===== src/rtl/accel_mem_if.sv =====
// Memory-side front end of the hash accelerator: fetches one 512-bit message
// block through the data-memory arbiter, then writes the result words back.
module accel_mem_if #(
  parameter int unsigned RES_WORDS = 8
) (
  input  logic         clk,
  input  logic         rst_n,
  input  logic         cmd_start,
  input  logic [15:0]  cmd_rd_addr,
  input  logic [15:0]  cmd_wr_addr,
  output logic         cmd_busy,
  output logic [511:0] blk_data,
  output logic         blk_valid,
  input  logic [255:0] res_data,
  input  logic         res_valid,
  output logic         done,
  output logic [15:0]  accel_addr,
  output logic [31:0]  accel_wrt_data,
  output logic         accel_wrt_en,
  output logic         accel_rd_en,
  input  logic         accel_wrt_done,
  input  logic         accel_rd_valid,
  input  logic [511:0] accel_rd_data,
  output logic [15:0]  stall_cnt
);

  localparam int unsigned ADDR_W    = 16;
  localparam int unsigned DATA_W    = 32;
  localparam int unsigned IDX_W     = 4;
  localparam int unsigned RES_CAP   = 8;
  localparam logic [IDX_W-1:0]  LAST_IDX  = IDX_W'(RES_WORDS - 1);
  localparam logic [ADDR_W-1:0] STALL_MAX = 16'hFFFF;

  typedef enum logic [2:0] {
    S_IDLE     = 3'd0,
    S_RD_REQ   = 3'd1,
    S_RD_DRAIN = 3'd2,
    S_WAIT_RES = 3'd3,
    S_WR_REQ   = 3'd4,
    S_WR_DRAIN = 3'd5,
    S_DONE     = 3'd6
  } state_t;

  state_t r_state;
  state_t w_state_nxt;

  logic [ADDR_W-1:0] r_rd_addr, w_rd_addr_nxt;
  logic [ADDR_W-1:0] r_wr_addr, w_wr_addr_nxt;
  logic [IDX_W-1:0]  r_idx, w_idx_nxt;
  logic [255:0]      r_res, w_res_nxt;
  logic [511:0]      r_blk, w_blk_nxt;
  logic [ADDR_W-1:0] r_stall, w_stall_nxt;
  logic              r_wr_first, w_wr_first_nxt;
  logic [ADDR_W-1:0] r_addr, w_addr_nxt;
  logic [DATA_W-1:0] r_wdata, w_wdata_nxt;
  logic              r_rd_en, w_rd_en_nxt;
  logic              r_wr_en, w_wr_en_nxt;
  logic              r_busy, w_busy_nxt;
  logic              r_done, w_done_nxt;
  logic              r_blk_valid, w_blk_valid_nxt;
  logic              w_stall_inc;

  // Result words past the 256-bit bus read as zero.
  function automatic logic [DATA_W-1:0] f_word(input logic [255:0] res,
                                               input logic [IDX_W-1:0] idx);
    logic [DATA_W-1:0] word;
    word = '0;
    if (idx < IDX_W'(RES_CAP)) word = res[{idx[2:0], 5'b0} +: DATA_W];
    return word;
  endfunction

  always_ff @(posedge clk or negedge rst_n) begin
    if (!rst_n) r_state <= S_IDLE;
    else        r_state <= w_state_nxt;
  end

  always_comb begin
    w_state_nxt = r_state;
    case (r_state)
      S_IDLE:     if (cmd_start)      w_state_nxt = S_RD_REQ;
      S_RD_REQ:   if (accel_rd_valid) w_state_nxt = S_RD_DRAIN;
      S_RD_DRAIN:                     w_state_nxt = S_WAIT_RES;
      S_WAIT_RES: if (res_valid)      w_state_nxt = S_WR_REQ;
      S_WR_REQ:   if (accel_wrt_done) w_state_nxt = S_WR_DRAIN;
      S_WR_DRAIN: w_state_nxt = (r_idx == LAST_IDX) ? S_DONE : S_WR_REQ;
      S_DONE:                         w_state_nxt = S_IDLE;
      default:                        w_state_nxt = S_IDLE;
    endcase
  end

  // Next values of every registered output, decoded from the upcoming state so
  // request lines line up with the cycles the FSM sits in a REQ state.
  always_comb begin
    w_rd_addr_nxt   = r_rd_addr;
    w_wr_addr_nxt   = r_wr_addr;
    w_idx_nxt       = r_idx;
    w_res_nxt       = r_res;
    w_blk_nxt       = r_blk;
    w_stall_nxt     = r_stall;
    w_stall_inc     = 1'b0;
    w_addr_nxt      = '0;
    w_wdata_nxt     = '0;
    w_rd_en_nxt     = 1'b0;
    w_wr_en_nxt     = 1'b0;
    w_busy_nxt      = (w_state_nxt != S_IDLE);
    w_done_nxt      = (w_state_nxt == S_DONE);
    w_blk_valid_nxt = (r_state == S_RD_DRAIN);
    // Write ack lags the grant by a cycle, so the first WR_REQ cycle never stalls.
    w_wr_first_nxt  = (w_state_nxt == S_WR_REQ) && (r_state != S_WR_REQ);

    case (r_state)
      S_IDLE: begin
        if (cmd_start) begin
          w_rd_addr_nxt = cmd_rd_addr;
          w_wr_addr_nxt = cmd_wr_addr;
          w_idx_nxt     = '0;
          w_stall_nxt   = '0;
        end
      end
      S_RD_REQ: begin
        if (accel_rd_valid) w_blk_nxt   = accel_rd_data;
        else                w_stall_inc = 1'b1;
      end
      S_WAIT_RES: begin
        if (res_valid) begin
          w_res_nxt = res_data;
          w_idx_nxt = '0;
        end
      end
      S_WR_REQ: begin
        if (!accel_wrt_done && !r_wr_first) w_stall_inc = 1'b1;
      end
      S_WR_DRAIN: begin
        if (r_idx != LAST_IDX) w_idx_nxt = r_idx + IDX_W'(1);
      end
      default: ;
    endcase

    if (w_stall_inc && (r_stall != STALL_MAX)) w_stall_nxt = r_stall + ADDR_W'(1);

    if (w_state_nxt == S_RD_REQ) begin
      w_rd_en_nxt = 1'b1;
      w_addr_nxt  = w_rd_addr_nxt;
    end else if (w_state_nxt == S_WR_REQ) begin
      w_wr_en_nxt = 1'b1;
      w_addr_nxt  = w_wr_addr_nxt + ADDR_W'(w_idx_nxt);
      w_wdata_nxt = f_word(w_res_nxt, w_idx_nxt);
    end
  end

  always_ff @(posedge clk or negedge rst_n) begin
    if (!rst_n) begin
      r_rd_addr   <= '0;
      r_wr_addr   <= '0;
      r_idx       <= '0;
      r_res       <= '0;
      r_blk       <= '0;
      r_stall     <= '0;
      r_wr_first  <= 1'b0;
      r_addr      <= '0;
      r_wdata     <= '0;
      r_rd_en     <= 1'b0;
      r_wr_en     <= 1'b0;
      r_busy      <= 1'b0;
      r_done      <= 1'b0;
      r_blk_valid <= 1'b0;
    end else begin
      r_rd_addr   <= w_rd_addr_nxt;
      r_wr_addr   <= w_wr_addr_nxt;
      r_idx       <= w_idx_nxt;
      r_res       <= w_res_nxt;
      r_blk       <= w_blk_nxt;
      r_stall     <= w_stall_nxt;
      r_wr_first  <= w_wr_first_nxt;
      r_addr      <= w_addr_nxt;
      r_wdata     <= w_wdata_nxt;
      r_rd_en     <= w_rd_en_nxt;
      r_wr_en     <= w_wr_en_nxt;
      r_busy      <= w_busy_nxt;
      r_done      <= w_done_nxt;
      r_blk_valid <= w_blk_valid_nxt;
    end
  end

  assign cmd_busy       = r_busy;
  assign blk_data       = r_blk;
  assign blk_valid      = r_blk_valid;
  assign done           = r_done;
  assign accel_addr     = r_addr;
  assign accel_wrt_data = r_wdata;
  assign accel_wrt_en   = r_wr_en;
  assign accel_rd_en    = r_rd_en;
  assign stall_cnt      = r_stall;

endmodule


===== config.mk =====
export PLATFORM = sky130hd
export DESIGN_NAME = accel_mem_if
export DESIGN_NICKNAME = d
export VERILOG_FILES = /design/src/rtl/accel_mem_if.sv
export SDC_FILE = /design/constraint.sdc
export NUM_CORES = 1
export LEC_CHECK = 0
export CORE_AREA = 2 2 538 540
export DETAILED_ROUTE_END_ITERATION = 10
export DIE_AREA = 0 0 540 542
export DONT_BUFFER_PORTS = 1
export PLACE_DENSITY = 0.3
export SYNTH_ARGS = -nofsm -noshare
export SYNTH_HDL_FRONTEND = slang
export SYNTH_SLANG_ARGS = --single-unit

===== constraint.sdc =====
create_clock -name clk -period 5.75 [get_ports clk]
set_clock_uncertainty 0.2 [all_clocks]
set_input_delay 1.15 -clock clk [delete_from_list [all_inputs] [get_ports clk]]
set_output_delay 1.15 -clock clk [all_outputs]
set_load 0.05 [all_outputs]

# --- Yosys cells after proc, flatten, opt, wreduce, memory -nomap -nowiden ---
# Cells that the tools add are included.
word_totals:
  reg_bits: 877
  word_cells: 73
  output_inout_bits: 581
  in_bits: 806
op_classes:
  shift: 1
  magnitude_cmp: 1
  muxes: 30
  reduce_logical: 11
  addsub: 3
  eq_ne: 12
ops:
  columns: ["operator", "n"]
  rows:
  - ["2-to-1 mux 256 bit", 2]
  - ["variable part select 256 x 9 -> 32 bit", 1]
  - ["2-to-1 mux 16 bit", 9]
  - ["2-to-1 mux 32 bit", 3]
  - ["case mux 3 bit (6 select lines)", 1]
  - ["adder 16 x 1 -> 16 bit, second input constant", 1]
  - ["adder 16 x 4 -> 16 bit", 1]
  - ["inequality test 16 bit, second input constant", 1]
  - ["equality test 3 bit, second input constant", 4]
  - ["2-to-1 mux 3 bit", 4]
  - ["2-to-1 mux 4 bit", 3]
  - ["case mux 4 bit (3 select lines)", 1]
  - ["equality test 3 x 1 -> 1 bit, second input constant", 2]
  - ["equality test 3 x 2 -> 1 bit, second input constant", 2]
  - ["2-to-1 mux 1 bit", 5]
  - ["adder 4 x 1 -> 4 bit, second input constant", 1]
  - ["equality test 4 x 3 -> 1 bit, second input constant", 1]
  - ["< comparator 4 bit, second input constant", 1]
  - ["inequality test 4 x 3 -> 1 bit, second input constant", 1]
  - ["AND reduction 2 bit", 2]
  - ["nonzero test 2 bit", 2]
  - ["logical AND 1 bit", 3]
  - ["logical NOT 3 bit", 1]
  - ["inequality test 3 bit, second input constant", 1]
  - ["other kinds (4)", 5]

# --- Depth between registers and ports, before layout ---
# Gate-level depths: netlist of run 1.
depth:
  depth_word: 7
  mapped_depth: 17
  depth_no_buf: 13

# --- Worst setup path after synthesis of run 1 ---
# No wires, ideal clock.
synth_timing:
  path_kind: "input -> register"
  start: "input port cmd_start"
  end: "register r_addr[15] (netlist: accel_addr[15])"
  path_stages: 13
  arrival_ps: 3882
  t_required_ps: 5428
  setup_slack_ps: 1546
  path_cell_list: "nor4b_4 > buf_6 > clkbuf_1 > clkbuf_1 > nand2_1 > nand2_1 > ha_1 > a21o_1 > a21o_1 > a21oi_1 > nor3_2 > a31o_2 > a32o_1"
synth_between:
  elab_chain_cells: 5
  word_cells_on_any_way: 13
  classes_between: "add/sub: 1; eq/ne: 2; mux: 10"
synth_lines:
  columns: ["item", "line_no", "rtl"]
  rows:
  - ["start, declared", "8", "input logic cmd_start,"]
  - ["2-to-1 mux 16 bit", "113", "if (cmd_start) begin"]
  - ["2-to-1 mux 16 bit", "111", "case (r_state)"]
  - ["net w_wr_addr_nxt[1]", "48", "logic [ADDR_W-1:0] r_wr_addr, w_wr_addr_nxt;"]
  - ["adder 16 x 4 -> 16 bit", "146", "w_addr_nxt = w_wr_addr_nxt + ADDR_W'(w_idx_nxt);"]
  - ["2-to-1 mux 16 bit", "144", "end else if (w_state_nxt == S_WR_REQ) begin"]
  - ["2-to-1 mux 16 bit", "141", "if (w_state_nxt == S_RD_REQ) begin"]
  - ["net w_addr_nxt[15]", "54", "logic [ADDR_W-1:0] r_addr, w_addr_nxt;"]
  - ["end signal, assigned", "175", "r_addr <= w_addr_nxt;"]
  - ["end, declared", "54", null]
# The timed path passes the listed nets, and every way through them passes these cells.
# A chain may end at the register's enable or synchronous reset.

# --- Worst setup path in the final report of run 1 ---
layout_timing:
  start: "register r_idx[0]"
  end: "register r_addr[15] (netlist: accel_addr[15])"
layout_between:
  elab_chain_cells: 6
  word_cells_on_any_way: 14
  classes_between: "add/sub: 2; eq/ne: 4; mux: 8"
layout_lines:
  columns: ["item", "line_no", "rtl"]
  rows:
  - ["start, declared", "49", "logic [IDX_W-1:0] r_idx, w_idx_nxt;"]
  - ["start signal, assigned", "170", "r_idx <= w_idx_nxt;"]
  - ["adder 4 x 1 -> 4 bit / inequality test 4 x 3 -> 1 bit (equally long branches)", "134", "if (r_idx != LAST_IDX) w_idx_nxt = r_idx + IDX_W'(1);"]
  - ["2-to-1 mux 4 bit (*)", "134", null]
  - ["case mux 4 bit (3 select lines) (*)", "111", null]
  - ["net w_idx_nxt[1]", "49", null]
  - ["adder 16 x 4 -> 16 bit (*)", "146", null]
  - ["2-to-1 mux 16 bit (*)", "144", null]
  - ["2-to-1 mux 16 bit (*)", "141", null]
  - ["net w_addr_nxt[15]", "54", null]
# The timed path passes the listed nets; every way through them passes the cells marked *.

==> results of run 1 <==
[synthesized netlist by cell type (all sizes together) (2+ instances only)]
cell type,count,area (um^2)
nand3,76,380.4
clkbuf,60,225.2
dfrtp,877,21950
or2,3,18.77
o211ai,3,27.52
a21o,12,90.09
mux2i,101,1011
and3,4,25.02
nand4b,2,17.52
nand3b,4,33.78
a211o,2,17.52
nor3,10,55.05
ha,6,75.07
nand4,7,43.79
and2,28,175.2
o21ai,41,205.2
o31ai,5,37.54
o2bb2ai,2,17.52
and3b,2,17.52
a311oi,2,17.52
a32oi,23,201.4
inv,21,78.83
clkinv,2,8.750
nor2,37,138.9
a2111oi,3,38.79
mux2,536,6036
nor4b,27,395.4
a31o,2,17.52
a211oi,14,127.6
a32o,3,30.03
a21oi,43,215.2
nor4,7,81.33
xnor2,10,87.58
nand2b,2,12.51
a22o,3,26.28
nand2,825,3097
o32ai,6,52.55
buf,106,606.8
a31oi,4,25.02
[critical path, delay by kind of cell, from the launching register on]
family	cells	cell delay, ns
buffers and inverters	1	0.18
flip-flops	1	0.80
AND/OR/NAND/NOR	2	0.36
AO/OA/AOI/OAI	7	2.10
adder cells (fa/ha/maj)	2	0.58
[how the worst max path moves through the flow]
stage,slack (ns),endpoint,start
4_1_cts,1.38,accel_addr[15],r_idx[0]
3_3_place_gp,1.31,accel_addr[15],res_valid
2_1_floorplan,1.55,accel_addr[15],cmd_start
3_5_place_dp,1.30,accel_addr[15],res_valid
6_report,1.39,accel_addr[15],r_idx[0]
5_1_grt,1.12,accel_addr[15],r_idx[0]
[report_power, final]
group | switching, mW | total (mW) | internal [mW]
logic | 3.99 | 7.30 | 3.31
registers | 11.0 | 19.8 | 8.86
clock network | 3.26 | 7.92 | 4.66
total | 18.2 | 35.1 | 16.8
[per-layer routing]
metal,up-vias,track usage [%]
li1,10120,-
met1,12090,15.08
met2,1287,26.76
met3,519,8.650
met4,202,3.959
met5,-,0
[state kept, by name, indices dropped and copies added, names as in the netlist, 3 cells and up]
name            cells
accel_wrt_data     32
blk_data          512
r_wr_addr          16
r_state             3
stall_cnt          16
r_rd_addr          16
accel_addr         16
r_res             256
r_idx               4
[layout by cell type (no fill, tap or decap), types with 10 or more instances in the layout]
cell,netlist,layout
inv_1,21,21
and2_1,25,25
dfrtp_1,877,877
diode_2,0,89
mux2_2,536,536
xnor2_1,10,10
clkbuf_16,0,125
a21oi_1,43,42
mux2i_1,101,101
nor4b_2,23,23
o21ai_0,38,38
a32oi_1,23,23
nand2_1,825,824
nand3_1,76,76
clkbuf_8,0,29
buf_4,2,19
clkinv_2,1,17
clkbuf_1,60,28
a21o_1,12,12
a211oi_1,11,11
nor2_1,37,36
[cells by family after synthesis]
group	Yosys count
buffers and inverters	189
AOI/OAI and AO/OA	175
xor gates and xnor gates	11
adders and majority gates	7
DFF	877
muxes	637
and+or+nand+nor	1038
[layout make-up]
class / instances / share of cell area (%)
clock inverters: 38 / 0.9806
repair buffers: 32 / 0.9666
diodes: 89 / 0.5001
multi-input cells: 1868 / 29.29
clock buffers: 182 / 8.157
well taps: 3781 / 10.62
inverters: 23 / 0.1995
flip-flops and latches: 877 / 49.28
[metrics by stage]
stage               std cells  area (um^2)  setup WS, ns
finish                   6890        44530         1.393
floorplan                2934        35840         1.546
CTS                      6801        44310         1.379
detailed placement       6580        40230         1.301
global placement         6580        40230         1.314
global route             6829        44380         1.116
[timing repair]
| item | CTS | global route |
|---|---|---|
| hold buffers | 1 | 0 |
| buffers inserted | 0 | 0 |
| endpoints found under the hold margin | 19 | 0 |
==> run metrics, run 1 <==
die area 292700 um^2; Detailed Route WL 229600 um; later-pin clock latency in the skew report roughly 0.83 ns; Area Growth Syn to Fin 24.24%; I/O pin count 1387; fin nets approximately 3700; pwr dens around 790 nW/um^2; CTS resizes 0; RSZ-0062 raised after global routing no; starting density of the core between 10% and 20%; WL/cell around 33 um; Final Cycle Share roughly 76%; clock buffer depth 4; Critical Path RT 6.27 ns; Detail Route met2 WL 115800 um; largest net degree at the start of global routing 197; FF-to-FF Start r_idx[0]; router iterations before antenna repair 5; Worst Tran Pin Value between 1 and 1.5 ns; asr flop ratio synth between 90% and 100%; worst hold path class in2async; clk slew on worst S/H paths 0.06 ns; mux contribution to synthesized area 19.66%; Setup crit start kind register; failing checks hold timing; via-per-instance ratio 3.515; I/O Buffers 0; Worst Setup End Kind register; DPL Wire Length 186000 um; max incr delay on CP 0.80 ns; DRT met1 WL 77530 um; cells along the critical path ha_1 > nand3b_1 > a211oi_4 > a21oi_1 > inv_1 > ha_1 > a21o_1 > a21o_1 > a21oi_1 > nor3_2 > a31o_2 > a32o_1; Fillers approximately 32000; root buf cell clkbuf_16; share of layout cells above drive strength 1 26.85%; number of global-route vias before repair 24460; Seq cells post-synth 877; DR DRC count 0; crit-path max FO 18; fin. max-slew vios 0; initial antenna violation count 293; routed length on met3 28760 um; Core Box Area around 290000 um^2; Clock Sinks 877; post-synth cell types 69; cells after synthesis between 2000 and 3000; die height ~540 um; Leakage Power about 19 nW; Synth Area in Simple Gates 12.63%; TritonCTS Buffers 125; H-tree depth 3; worst r2r path cells 12; Mapped Area 35840 um^2; Sequential cell area roughly 22000 um^2; Power Total 35.07 mW; number of flops mapped to enable cells by yosys 0; chip width 540 um; TritonCTS clock tree done; post-synthesis net count 3747; final setup TNS 0 ns; first-pass GRT wire length 288000 um; Setup CP Type reg2reg; total gr overflow 0; WP data arrival 4.88 ns; post-synthesis xor/xnor area fraction 0.2688%; GRT Overall Usage 15.13%; Seq/Total Area, Yosys 61.23%; Avg Cell Area, Syn 12.22 um^2; Compound-Gate Fraction of Synth Area under 10%; status finished, violations left; VDD IR max about 0.31 mV; Hold Fails Final Rpt 1; relative slew slack 2.424%; Hold WS -0.007397 ns; final setup fails 0; maxcap violations 0; Ys Warns 0; DR iter-0 viols 1416; top layer in use met5; Period minus WS final 4.357 ns; Post-Synth Adder-Cell Area 0.2653%; largest family of logic cells by synthesized area multiplexers; DR vias 24220; FF-to-FF End accel_addr[15]; final antenna-violating net count 0; FMAX 229.5 MHz; dominant synthesized flop cell dfrtp_1; flop-to-flop setup slack 1.39 ns; Multi-input gate area between 10000 and 15000 um^2; num rows 197; CP max stage cell dfrtp_1; Post-Route Utilization 15.52%; gp weighted congestion 0.8086
(Power assumes the default switching activity.)
==> run 2: changes to the inputs <==
clock period = 4.53 ns   (was 5.75 ns; I/O delays follow)
==> run 2 against run 1 <==
Net effect:
- the run now ends clean
- register-to-register slack got worse by 0.69 ns
- critical path depth shrank 1
- via count increased by 8.6%
- hold slack improved by 0.096 ns
- cell count grew 10%
- wire length barely moved
- clock power up 38%
- global-route usage rose by 0.082 points
- worst setup slack got worse by 0.69 ns
- utilization rose by 2.6 points
==> run metrics, run 2 (synthesized netlist as in run 1, its figures left out) <==
die area 292700 um^2; maxcap violations 0; Core Box Area between 200000 and 300000 um^2; Post-Route Utilization 18.08%; Worst Tran Pin Value 1.413 ns; Leakage Power 21.84 nW; final antenna-violating net count 0; Worst Setup End Kind register; number of global-route vias before repair 27490; VDD IR max 0.4052 mV; Detailed Route WL 229700 um; area of placed instances between 40000 and 50000 um^2; Setup crit start kind register; fin area 51890 um^2; DR iter-0 viols between 1000 and 1500; FMAX 261.3 MHz; fin. max-slew vios 0; WL/cell 30.27 um; Clock Sinks 877; root buf cell clkbuf_16; total gr overflow 0; die height 542 um; relative slew slack 5.798%; Placed Instances 6605; pwr dens 888.7 nW/um^2; commonest non-fill, non-tap cell in the layout dfrtp_1; fin nets between 4000 and 5000; clock buffer depth 4; first-pass GRT wire length 295400 um; worst hold path class in2reg; Fillers 31530; chip width about 540 um; DR DRC count 0; later-pin clock latency in the skew report 0.79 ns; final setup TNS 0 ns; clk slew on worst S/H paths 0.06 ns; router iterations before antenna repair 4; GRT Overall Usage 15.21%; RSZ-0062 raised after global routing no; starting density of the core 12.49%; final setup fails 0; Critical Path RT around 5 ns; Final Cycle Share 84.49%; crit-path max FO 18; final cell count without fillers roughly 7600; H-tree depth 4; Setup CP Type reg2reg; I/O Buffers 0; largest net degree at the start of global routing ~220; Period minus WS final 3.827 ns; initial antenna violation count 168; via-per-instance ratio 3.467; flop-to-flop setup slack 0.70 ns; I/O pin count 1387; max reg flops 512; DR vias 26310; status finished, final reports clean; gp weighted congestion 0.8021; DPL Wire Length 184900 um; num rows around 200; TritonCTS clock tree done; most frequent cells in the layout dfrtp_1, nand2_1, dlygate4sd3_1, mux2_2, clkbuf_16; TritonCTS Buffers ~130; share of layout cells above drive strength 1 22.79%; WP data arrival 4.30 ns; Hold Fails Final Rpt 0; Area Growth Syn to Fin 44.77%
run 2: metrics by stage:
| stage | setup slack (ns) | total power [mW] | hold WS, ns |
|---|---|---|---|
| final | 0.7027 | 46.11 | 0.08902 |
| after global routing | 0.4621 | 48.41 | 0.03057 |
| after CTS | 0.6590 | 47.53 | 0.0002534 |
| after detailed placement | 0.5289 | 35.61 | 0.2563 |
| after global placement | 0.5554 | 35.59 | 0.2512 |
| after floorplan | 0.5701 | 28.80 | 0.2358 |
run 2: layer usage:
metal	routed length (um)	part of all wire, %	track usage, %	vias up
li1	-	-	-	11510
met1	86620	38	16.97	13180
met2	114500	50	26.62	1140
met3	21820	9.5	6.190	378
met4	6094	2.7	3.903	100
met5	681	0.30	0	-
run 2: cell type report:
cell class,instances,area [um^2],area share (%)
clock buffers,189,3916,7.548
well taps,3781,4731,9.117
multi-input cells,1868,13040,25.14
clock inverters,41,550.5,1.061
flip-flops and latches,877,21950,42.30
repair buffers,731,7420,14.30
diodes,77,192.7,0.3714
inverters,23,88.84,0.1712
run 2: path summary, 6_finish.rpt:
| kind | cells past startpoint | endpoint | start |
|---|---|---|---|
| min in group asynchronous | 1 | r_res[89] | rst_n |
| worst max-delay path | 11 | accel_addr[15] | r_state[0] |
| max in group asynchronous | 5 | blk_data[223] | rst_n |
| worst min-delay path | 2 | r_res[182] | res_data[182] |
| worst min register to register | 2 | r_res[42] | r_res[42] |
| worst max register to register | 11 | accel_addr[15] | r_state[0] |
run 2: worst max-delay path, stage by stage (launching register included):
cell,delay (ns)
dfrtp_1,0.74
and4b_4,0.48
a211oi_4,0.11
a21oi_1,0.34
inv_1,0.17
ha_1,0.29
a21o_1,0.17
a21o_1,0.20
a21oi_1,0.37
nor3_2,0.12
a31o_2,0.26
a32o_1,0.25
run 2: where the power goes:
group	switching (mW)	internal, mW	total, mW
registers	13.9	11.2	25.1
clock network	4.27	6.60	10.9
logic	5.40	4.71	10.1
total	23.5	22.6	46.1
run 2: what timing repair did:
action | in CTS | in global routing
resized for setup | 0 | 0
hold buffers | 674 | 0
buffers inserted | 0 | 0
hold endpoints to repair | 762 | 0
==> run 3: changes to the inputs <==
clock period = 3.4 ns   (was 4.53 ns; I/O delays follow)
==> run 3 against run 2 <==
Net effect:
- the run now ends with hold timing left
- hold slack worse by 0.76 ns
- die area unchanged
- cell area up 3.2%
- utilization up 0.57 points
- worst setup slack worse by 0.56 ns
- largest cell class unchanged
==> run metrics, run 3 (synthesized netlist as in run 1, its figures left out) <==
pwr dens 1143 nW/um^2; I/O Buffers 0; final antenna-violating net count 0; fin nets about 4600; I/O pin count between 1000 and 1500; P_int slightly below 30 mW; Place WS -0.09829 ns; relative slew slack 12.28%; first-pass GRT wire length 299600 um; sequential power share 54.5%; status finished, violations left; clock power share between 20% and 30%; failing checks hold timing; Comb pwr share 24.0%; WP data arrival 3.82 ns; Fillers 31560; WL/cell 29.51 um; TritonCTS clock tree done; crit-path max FO 28; starting density of the core 12.49%; Post-Route Utilization 18.65%; die area 292700 um^2; largest net degree at the start of global routing 210; Psw 31.40 mW; Clock Sinks 877; die height around 540 um; DR vias 27530; FF-to-FF End accel_wrt_data[0]; Core Box Area 286900 um^2; DPL Wire Length 187400 um; Final Cycle Share 95.93%; FMAX slightly above 300 MHz; Sequential cell area 21950 um^2; number of global-route vias before repair about 29000; max reg flops 512; router iterations before antenna repair 5; later-pin clock latency in the skew report 0.85 ns; RSZ-0062 raised after global routing no; Leakage Power 22.59 nW; maxcap violations 0; clock buffer depth 4; TritonCTS Buffers 120; root buf cell clkbuf_16; Period minus WS final around 3.3 ns; flop-to-flop setup slack 0.14 ns; Hold Fails Final Rpt between 300 and 400; Setup CP Type reg2reg; worst setup margin 0.1385 ns; Worst Setup End Kind register; Multi-input gate area 13120 um^2; DR iter-0 viols roughly 1600; total gr overflow 0; worst r2r path cells 10; VDD IR max 0.5078 mV; Worst Tran Pin Value 1.316 ns; most frequent cells in the layout dfrtp_1, nand2_1, dlygate4sd3_1, mux2_2, clkbuf_16; share of layout cells above drive strength 1 about a quarter; FF-to-FF Start r_idx[0]; cts hold-fix bufs 802; chip width 540 um; Setup crit start kind register; Detailed Route WL 229900 um; gp weighted congestion around 0.85; H-tree depth 3; worst hold path class in2async; via-per-instance ratio 3.533; DR DRC count 0; commonest non-fill, non-tap cell in the layout dfrtp_1; clk slew on worst S/H paths 0.06 ns; fin. max-slew vios 0; Hold WS -0.6674 ns; Critical Path RT 3.96 ns; switch share 51.34%; Area Growth Syn to Fin 49.33%; final setup fails 0; initial antenna violation count 176; num rows 197; GRT Overall Usage 15.17%
==> run 3: cell count changes in the layout (fill, tap and decap cells not counted), moves of 3 or more <==
cell | previous run | this run
mux2i_2 | 0 | 3
a21oi_1 | 42 | 38
a21oi_2 | 0 | 3
mux2i_1 | 101 | 98
buf_12 | 10 | 18
clkbuf_16 | 139 | 121
diode_2 | 77 | 95
clkbuf_8 | 25 | 30
dlygate4sd3_1 | 674 | 802
buf_4 | 41 | 107
clkinv_2 | 16 | 20
==> run 3: what timing repair did <==
action                                 in CTS  in global routing
buffers inserted                            0                  1
resized for setup                           5                  8
setup endpoints to repair                   4                 11
endpoints found under the hold margin    1204                381
==> run 3: per-layer routing <==
| layer | track usage, % | vias up | routed length (um) |
|---|---|---|---|
| li1 | - | 11930 | - |
| met1 | 18.34 | 13980 | 94900 |
| met2 | 25.48 | 1111 | 109800 |
| met3 | 4.923 | 388 | 16440 |
| met4 | 4.547 | 126 | 7993 |
| met5 | 0 | - | 804 |
==> run 3: final cells by class <==
class	instances	share of cell area (%)
flip-flops and latches	877	41.00
inverters	23	0.1707
diodes	95	0.4442
multi-input cells	1868	24.51
well taps	3781	8.839
clock buffers	175	6.597
clock inverters	39	0.9094
repair buffers	935	17.52
==> run 3: through the flow <==
stage / TNS [ns] / area [um^2] / cells / total power [mW]
final: 0 / 53520 / 7793 / 61.17
after global routing: 0 / 53430 / 7757 / 63.77
after CTS: 0 / 53240 / 7697 / 62.52
after detailed placement: -7.575 / 41170 / 6681 / 47.92
after global placement: -5.768 / 41170 / 6681 / 47.89
after floorplan: 0 / 35920 / 2934 / 38.44
==> run 3: worst max-delay path by stage <==
stage | slack (ns) | endpoint | cells after the start | from
2_1_floorplan | 0.0004 | accel_addr[15] | 13 | cmd_start
3_3_place_gp | -0.07 | blk_data[470] | 3 | rst_n
3_5_place_dp | -0.1 | accel_wrt_data[14] | 7 | cmd_start
4_1_cts | 0.003 | accel_wrt_data[16] | 9 | r_idx[0]
5_1_grt | 0.04 | accel_wrt_data[0] | 10 | r_idx[0]
6_report | 0.14 | accel_wrt_data[0] | 10 | r_idx[0]
==> run 3: critical path, cell delays in order, from the launching register on <==
cell	delay [ns]
dfrtp_1	0.39
ha_1	0.25
and3b_1	0.26
buf_4	0.17
o211ai_2	0.55
nor2_1	0.16
o2bb2ai_4	0.16
buf_12	0.18
buf_4	0.18
a32oi_1	0.37
nor4b_2	0.27
==> run 3: power by group through the flow <==
stage	Combinational, mW	Clock [mW]	Sequential (mW)
2_1_floorplan	9.51	0	28.9
3_3_place_gp	13.7	0	34.1
3_5_place_dp	13.8	0	34.1
4_1_cts	15.0	13.6	33.9
5_1_grt	16.1	14.0	33.7
6_report	14.7	13.2	33.3
